[src/rtl/jtaguart_bridge.sv]
// jtaguart_bridge: Avalon-MM master for the jtag_uart slave port.
// It buffers an outgoing byte stream in a TX FIFO and writes the bytes to the
// core's data register. Writes are gated by credits read from the control
// register, so the core never drops a character.
// Optional RX path, built only when JTAGUART_RX_EN is defined: the bridge
// polls the data register and presents each received byte on a valid/ready port.
// Without the macro the RX ports remain present, but they are tied off and
// rx_ready is ignored.
module jtaguart_bridge #(
  parameter int TX_DEPTH      = 16,
  parameter int POLL_INTERVAL = 1024,
  parameter int CREDIT_MAX    = 64
) (
  input  logic                        clk,
  input  logic                        reset_n,
  input  logic [7:0]                  tx_data,
  input  logic                        tx_valid,
  output logic                        tx_ready,
  output logic [$clog2(TX_DEPTH):0]   tx_level,
  output logic [7:0]                  rx_data,
  output logic                        rx_valid,
  input  logic                        rx_ready,
  output logic                        av_chipselect,
  output logic                        av_address,
  output logic                        av_read_n,
  output logic                        av_write_n,
  output logic [31:0]                 av_writedata,
  input  logic [31:0]                 av_readdata,
  input  logic                        av_waitrequest
);

  localparam int AW = $clog2(TX_DEPTH);
  localparam int TW = $clog2(POLL_INTERVAL);
  localparam logic [AW:0]   DepthW      = (AW+1)'(TX_DEPTH);
  localparam logic [TW-1:0] TimerReload = TW'(POLL_INTERVAL - 1);
  localparam logic [15:0]   CreditMaxW  = 16'(CREDIT_MAX);

  typedef enum logic [1:0] {
    IDLE    = 2'd0,
    RD_CTRL = 2'd1,
    WR_DATA = 2'd2,
    RD_DATA = 2'd3
  } state_e;

  state_e state_q, state_d;

  // TX FIFO storage and bookkeeping
  logic [7:0]    mem_q [TX_DEPTH];
  logic [AW-1:0] wrPtr_q, rdPtr_q;
  logic [AW:0]   level_q;
  logic          full, empty, push, pop;

  // Credit, poll timer and control-read permission
  logic [15:0]   credit_q, credit_d;
  logic [TW-1:0] timer_q, timer_d;
  logic          ctrlOk_q, ctrlOk_d;
  logic [15:0]   wspace;
  logic          ctrlDone;

  // Registered Avalon command outputs
  logic          csel_q, csel_d;
  logic          addr_q, addr_d;
  logic          readN_q, readN_d;
  logic          writeN_q, writeN_d;
  logic [31:0]   wdata_q, wdata_d;

  // RX-side view shared by both build variants
  logic          rxDue, rxDone, rxValidInt;
  logic          unusedBits;

  assign full     = (level_q == DepthW);
  assign empty    = (level_q == '0);
  assign tx_ready = !full;
  assign push     = tx_valid && !full;
  assign pop      = (state_q == WR_DATA) && !av_waitrequest;
  assign tx_level = level_q;

  assign wspace   = av_readdata[31:16];
  assign ctrlDone = (state_q == RD_CTRL) && !av_waitrequest;

  assign av_chipselect = csel_q;
  assign av_address    = addr_q;
  assign av_read_n     = readN_q;
  assign av_write_n    = writeN_q;
  assign av_writedata  = wdata_q;

`ifdef JTAGUART_RX_EN
  logic [7:0] rxData_q;
  logic       rxValid_q;
  logic       rxMore_q;

  assign rxDone     = (state_q == RD_DATA) && !av_waitrequest;
  assign rxDue      = (timer_q == '0) || rxMore_q;
  assign rxValidInt = rxValid_q;
  assign rx_data    = rxData_q;
  assign rx_valid   = rxValid_q;
  assign unusedBits = ^av_readdata[14:8];

  // Capture a received byte from a data read and hold it until the consumer takes it
  always_ff @(posedge clk or negedge reset_n) begin
    if (!reset_n) begin
      rxData_q  <= 8'h00;
      rxValid_q <= 1'b0;
      rxMore_q  <= 1'b0;
    end else begin
      if (rxDone) begin
        if (av_readdata[15]) begin
          rxData_q  <= av_readdata[7:0];
          rxValid_q <= 1'b1;
        end
        rxMore_q <= (av_readdata[31:16] != 16'h0000);
      end else if (rxValid_q && rx_ready) begin
        rxValid_q <= 1'b0;
      end
    end
  end
`else
  assign rxDone     = 1'b0;
  assign rxDue      = 1'b0;
  assign rxValidInt = 1'b0;
  assign rx_data    = 8'h00;
  assign rx_valid   = 1'b0;
  assign unusedBits = ^{rx_ready, av_readdata[15:0]};
`endif

  // FIFO data array; contents need no reset because the pointers define validity
  always_ff @(posedge clk) begin
    if (push) begin
      mem_q[wrPtr_q] <= tx_data;
    end
  end

  // FIFO pointers and occupancy; a push and a pop in the same cycle cancel out
  always_ff @(posedge clk or negedge reset_n) begin
    if (!reset_n) begin
      wrPtr_q <= '0;
      rdPtr_q <= '0;
      level_q <= '0;
    end else begin
      if (push) begin
        wrPtr_q <= wrPtr_q + 1'b1;
      end
      if (pop) begin
        rdPtr_q <= rdPtr_q + 1'b1;
      end
      if (push && !pop) begin
        level_q <= level_q + 1'b1;
      end else if (pop && !push) begin
        level_q <= level_q - 1'b1;
      end
    end
  end

  // Bus arbitration in IDLE; a started transaction runs until the slave stops stalling
  always_comb begin
    state_d = state_q;
    case (state_q)
      IDLE: begin
        if (rxDue && !rxValidInt) begin
          state_d = RD_DATA;
        end else if (!empty && (credit_q != 16'h0000)) begin
          state_d = WR_DATA;
        end else if (!empty && (ctrlOk_q || (timer_q == '0))) begin
          state_d = RD_CTRL;
        end
      end
      RD_CTRL, WR_DATA, RD_DATA: begin
        if (!av_waitrequest) begin
          state_d = IDLE;
        end
      end
      default: state_d = IDLE;
    endcase
  end

  // Command outputs derived from the next state, so they are valid in the state's first cycle
  always_comb begin
    csel_d   = (state_d != IDLE);
    addr_d   = (state_d == RD_CTRL);
    readN_d  = !((state_d == RD_CTRL) || (state_d == RD_DATA));
    writeN_d = (state_d != WR_DATA);
    wdata_d  = wdata_q;
    if ((state_q == IDLE) && (state_d == WR_DATA)) begin
      wdata_d = {24'h000000, mem_q[rdPtr_q]};
    end
  end

  // Credit accounting, control-read permission and the saturating poll timer
  always_comb begin
    credit_d = credit_q;
    ctrlOk_d = ctrlOk_q;
    timer_d  = (timer_q != '0) ? (timer_q - 1'b1) : timer_q;
    if (ctrlDone) begin
      timer_d  = TimerReload;
      credit_d = (wspace > CreditMaxW) ? CreditMaxW : wspace;
      ctrlOk_d = (wspace != 16'h0000);
    end else if (pop) begin
      credit_d = credit_q - 1'b1;
    end
    if (rxDone) begin
      timer_d = TimerReload;
    end
  end

  // State, credit, timer and registered bus outputs
  always_ff @(posedge clk or negedge reset_n) begin
    if (!reset_n) begin
      state_q  <= IDLE;
      credit_q <= 16'h0000;
      ctrlOk_q <= 1'b1;
      timer_q  <= TimerReload;
      csel_q   <= 1'b0;
      addr_q   <= 1'b0;
      readN_q  <= 1'b1;
      writeN_q <= 1'b1;
      wdata_q  <= 32'h0;
    end else begin
      state_q  <= state_d;
      credit_q <= credit_d;
      ctrlOk_q <= ctrlOk_d;
      timer_q  <= timer_d;
      csel_q   <= csel_d;
      addr_q   <= addr_d;
      readN_q  <= readN_d;
      writeN_q <= writeN_d;
      wdata_q  <= wdata_d;
    end
  end

endmodule

[config.mk]
export PLATFORM = sky130hd
export DESIGN_NAME = jtaguart_bridge
export DESIGN_NICKNAME = d
export VERILOG_FILES = /design/src/rtl/jtaguart_bridge.sv
export SDC_FILE = /design/constraint.sdc
export NUM_CORES = 1
export LEC_CHECK = 0
export CAP_MARGIN = 20
export CORE_ASPECT_RATIO = 1.1
export CORE_MARGIN = 2
export CORE_UTILIZATION = 41
export CTS_BUF_LIST = sky130_fd_sc_hd__clkbuf_4 sky130_fd_sc_hd__clkbuf_8 sky130_fd_sc_hd__clkbuf_16
export CTS_CLUSTER_DIAMETER = 120
export DETAILED_ROUTE_END_ITERATION = 10
export PLACE_DENSITY_LB_ADDON = 0.12
export SYNTH_ARGS = -nofsm -noshare
export SYNTH_HDL_FRONTEND = slang
export SYNTH_SLANG_ARGS = --single-unit
[constraint.sdc]
create_clock -name clk -period 2.5 [get_ports clk]
set_input_delay 0.375 -clock clk [delete_from_list [all_inputs] [get_ports clk]]
set_output_delay 0.375 -clock clk [all_outputs]
set_load 0.02 [all_outputs]
-- Word-level counts from Yosys, hierarchy flattened
Memories as Yosys holds them, arrays and structs flattened. A register that Yosys moved wholly into a read port is not among the register bits.
Index checks and enable logic that the tools add are counted.
- register bits after elaboration: 46
- latch bits: 0
- memory bits (writable): 128
- ROM bits: 0
- input port bits: 45
- output and inout bits: 51
- word-level logic and storage cells: 68
- memories kept: 1
- memory list (name ; depth ; bits a word ; read ports ; clocked after memory_dff ; write ports ; RTL line ; RTL):
    mem_q ; 16 ; 8 ; 1 ; 1 ; 1 ; 48 ; logic [7:0] mem_q [TX_DEPTH];
- add/sub/neg operators: 6
- multiply operators: 0
- divide/modulo/power cells: 0
- order comparisons: 1
- equal/unequal tests: 8
- shift-type cells: 0
- mux-type cells: 13
- bitwise logic cells: 0
- reduce and logical (&&, ||, !) cells: 28
- operators by type and width (operator ; number):
    $mux 16 ; 3
    $reduce_bool 16->1 ; 2
    $mux 10 ; 2
    $gt 16x7->1 const B ; 1
    $sub 16x1->16 const B ; 1
    $logic_not 10->1 ; 1
    $mux 5 ; 2
    $reduce_bool 10->1 ; 1
    $sub 10x1->10 const B ; 1
    $add 4x1->4 const B ; 2
    $eq 2x2->1 const B ; 4
    $logic_and 1x1->1 ; 8
    $reduce_bool 2->1 ; 4
    $logic_not 1->1 ; 7
    $mux 2 ; 3
    $add 5x1->5 const B ; 1
    $eq 5x5->1 const B ; 1
    $logic_not 5->1 ; 1
    $sub 5x1->5 const B ; 1
    $eq 2x1->1 const B ; 2
    $pmux 2 s2 ; 1
    $reduce_or 3->1 ; 1
    $logic_not 2->1 ; 1
    $logic_or 1x1->1 ; 2
    2 further kinds ; 3

-- Depth between registers and ports, before layout
- depth after elaboration: 9
- mapped depth: 10
- depth with buffers taken out: 9

-- Least setup slack after synthesis
OpenSTA, ideal clock, no wires.
- path type: register to register
- start point: reg level_q[0], in the netlist tx_level[0]
- end point: reg level_q[4], in the netlist tx_level[4]
- library setup time: 0.081 ns
- data arrival time: 2.512 ns
- setup slack: -0.092 ns
- stages on the path, launching flop included: 10
- cell sequence: dfrtp_1 > nor4_1 > a21boi_1 > ha_1 > inv_1 > ha_1 > a21o_1 > a21oi_1 > mux2i_1 > xnor2_1
- longest elaborated chain between the ends: 6
- RTL lines (element ; RTL line ; RTL):
    from (decl) ; 50 ; logic [AW:0] level_q;
    from (signal assigned) ; 147 ; level_q <= level_q + 1'b1;
    from (signal assigned) ; 149 ; level_q <= level_q - 1'b1;
    $eq 5x5->1 * ; 71 ; assign full = (level_q == DepthW);
    $logic_not 1->1 * ; 74 ; assign push = tx_valid && !full;
    $logic_and 1x1->1 * ; 74 ;
    named net push ; 51 ; logic full, empty, push, pop;
    $logic_not 1->1 ; 148 ; end else if (pop && !push) begin
    $logic_and 1x1->1 ; 148 ;
    $reduce_bool 2->1 (no line) ; - ;
The timed path passes the listed nets; every way through them passes the cells marked *. The select of a mux whose other input is x is not followed.
A chain may end at the register's enable or synchronous reset.

-- Final worst setup path
- start point: reg level_q[0], in the netlist tx_level[0]
- end point: out tx_ready
- longest elaborated chain between the ends: 2
- RTL lines (element ; RTL line ; RTL):
    $eq 5x5->1 ; 71 ;
    $logic_not 1->1 ; 73 ; assign tx_ready = !full;
    to (decl) ; 18 ; output logic tx_ready,
Every way passes these cells.

==> flow_summary.yaml <==
die:
  die_h_um: 150
  die_w_um: 137
  rows: 53
  core_mm2: 0.0191
  start_util_pct: 41.8
  dieArea_mm2: 0.0206
  ios: 96
detailed_routing:
  ant_nets: 0
  drtIter0Drc: 238
  vias_per_cell: 5.16
  top_layer: "met4"
  drc: 0
  wl_met1_mm: 6.47
  wl_met2_mm: 8.50
  via_count: 4463
  routed-wl-met3_um: 712
  drt_wl_total_mm: 15.9
  wl_per_cell_um: 18.4
  drt_pass1_iterations: 4
critical_path:
  cp-end-kind: "primary output"
  worstPathArrival_ps: 1930
  crit_path_max_incr_delay_ps: 540
  crit_path_top_delay_cell: "clkdlybuf4s50_1"
  crit_chain: "nor4_4 > buf_4 > nand2_1 > clkdlybuf4s50_1"
  worst_setup_path_start_kind: "flop"
  crit_fanout: 2
  critPathRequiredTime_ps: 2120
  critical_path_class: "reg2out"
power_and_ir_drop:
  powerDensity_mw_per_mm2: 1080
  leakage_nw: 3.44
  ir_worst_vdd_uv: 550
yosys:
  muxShareOfSynthArea_pct: 13.7
  synth-xor-area-share_pct: 1.76
  synth_cell_type_count: 48
  syn_inst: 525
  syn-cell-area_mm2: 0.00798
  synth_edf_count: 128
  synthFlopType: "edfxtp_1"
  ys_warn_count: 0
  postSynthAreaPerCell_um2: 15.2
  synthAdderAreaFrac_pct: 1.98
  ys_seq_area_share_pct: 65.3
  ys_ff_latch: 182
  synth-compound-area-share_pct: 4.61
  ys_async_sr_fraction_pct: 29.7
  yosys.area_share.simple_pct: 7.83
  synth_top_family_by_area: "multiplexers"
global_route:
  grt_pass1_wl_mm: 25.2
  grt_overflow_total: 0
  grt_pass1_vias: 4711
  antenna_found_initial: 0
  grt_usage_pct: 16.6
  grt_max_degree: 36
clock_network:
  htreeDepth: 4
  cts_buffers: 17
  cts.sinks: 182
  cts_tree: "done"
  hold_buffers: 0
  cts_buffer_depth: 2
  clkLatencyLatePin_ps: 420
  clkTransAtPathRegs_ps: 70
  cts-root-buf: "clkbuf_16"
  post_cts_buffers: 0
cells_and_area:
  utilization_pct: 49.4
  nNetsFinal: 663
  syn_to_final_growth_pct: 18.3
  drive_gt1_share_pct: 22.3
  layout_common_cells: "edfxtp_1 (128), clkdlybuf4s50_1 (44), dfrtp_1 (40), buf_4 (39), nand2_1 (35)"
  n_fill_cell: 1635
  diodes: 0
  final_common_cell: "edfxtp_1"
hold_path:
  hp-class: "in2async"
sta:
  period_share_pct: 92.1
  rsz0062_at_grt: "false"
  skew_ps: 7.81
  fin_crit_ps: 2300
  tightest_slew_ps: 757
  timing.fmax_mhz: 434
  finalHoldViolCount: 0
  finalSetupViolCount: 0
  slew_violations: 0
  layout_setup_ws_ps: 197
  slew_headroom_pct: 49.6
placement:
  gp_congestion: 0.775
  portBuffers: 45
  place_hpwl_mm: 10.8
  place_ws_ps: -126
run_status:
  status: "complete, no violations"
run:
  maxCapViolCount: 0
## Yosys cell counts, types with 3 or more instances
| master | number | area, µm² |
|---|---|---|
| o21ai_0 | 19 | 95.1 |
| nand2_1 | 35 | 131 |
| clkbuf_1 | 13 | 48.8 |
| xor2_1 | 3 | 26.3 |
| nand4_1 | 3 | 18.8 |
| edfxtp_1 | 128 | 3840 |
| xnor2_1 | 13 | 114 |
| buf_4 | 33 | 248 |
| a21oi_1 | 10 | 50.1 |
| nand3_1 | 5 | 25.0 |
| dfrtp_1 | 41 | 1030 |
| nor3_1 | 13 | 65.1 |
| mux2i_1 | 27 | 270 |
| or3_1 | 7 | 43.8 |
| a31oi_1 | 7 | 43.8 |
| nand2b_1 | 4 | 25.0 |
| mux4_2 | 32 | 721 |
| o211ai_1 | 5 | 37.5 |
| inv_1 | 11 | 41.3 |
| a211oi_1 | 3 | 22.5 |
| mux2_2 | 9 | 101 |
| or4_1 | 9 | 67.6 |
| nor4_1 | 8 | 50.1 |
| or3b_2 | 4 | 35.0 |
| nor2_1 | 23 | 86.3 |
| buf_1 | 6 | 22.5 |
| buf_2 | 4 | 20.0 |
| dfstp_2 | 13 | 342 |
| ha_1 | 11 | 138 |
## per-stage QoR
step	TNS [ps]	cell area, µm²	hold WS (ps)	power, mW	std cells
after floorplan	0	8110	79.4	6.54	557
after global placement	-248	8860	468	7.70	834
after detailed placement	-516	8860	488	7.77	834
after CTS	0	9430	29.3	10.4	865
after global routing	0	9440	59.1	10.8	865
final	0	9440	11.8	10.2	865
## sequential cells by signal, indices dropped and copies added (netlist names), 2 cells and up
signal        cells
tx_level          5
credit_q         16
rdPtr_q           4
av_writedata      8
state_q           2
mem_q           128
wrPtr_q           4
timer_q          10
## kinds of logic (layout without fill, tap and decap cells)
family,count (synthesis),count (layout)
flops,182,182
simple gates,120,120
mux,68,68
buf+inv,67,128
compound gates,59,59
xor+xnor,16,16
fa+ha+maj,12,12
other cells,1,33
## worst max-delay path: cells and delay by family (launching register included)
kind                   cells  cell delay [ps]
buffers and inverters      2              710
DFF                        1              410
and+or+nand+nor            2              390
## metal layers
| metal | global-route usage [%] | up-vias |
|---|---|---|
| met3 | 4.14 | 15 |
| met2 | 29.5 | 92 |
| met4 | 4.79 | 0 |
| met1 | 19.8 | 2246 |
| met5 | 0 | - |
| li1 | - | 2110 |
## path summary, 6_finish.rpt
path	from	end	slack, ps	cells past startpoint
max in group asynchronous	reset_n	av_write_n$_DFF_PN1_	1730	2
max reg2reg	tx_level[0]$_DFFE_PN0P_	tx_level[4]$_DFFE_PN0P_	210	9
max	tx_level[0]$_DFFE_PN0P_	tx_ready	200	4
min in group clk	credit_q[14]$_DFFE_PN0P_	credit_q[14]$_DFFE_PN0P_	500	1
min	reset_n	tx_level[3]$_DFFE_PN0P_	10	1
min reg2reg	credit_q[14]$_DFFE_PN0P_	credit_q[14]$_DFFE_PN0P_	500	1
## where the power goes
group	leakage [nW]	internal [mW]	switching (mW)	total, mW
logic	1.38	1.70	1.72	3.42
clock network	0.271	1.32	1.23	2.55
registers	1.79	3.83	0.405	4.23
## repair_timing
item,in CTS,in global routing
resized for setup,0,1
endpoints found under the hold margin,0,0
endpoints found under the setup margin,0,3
## cell type report
type	count	area, µm²	share of cell area, %
clock inverter	14	138	1.46
tap	247	309	3.28
sequential	182	5210	55.2
inverter	11	41.3	0.438
multi-input combinational	308	2530	26.8
timing repair buffer	86	778	8.25
clock buffer	17	425	4.51
No activity file was read; power rests on OpenSTA's default activity.
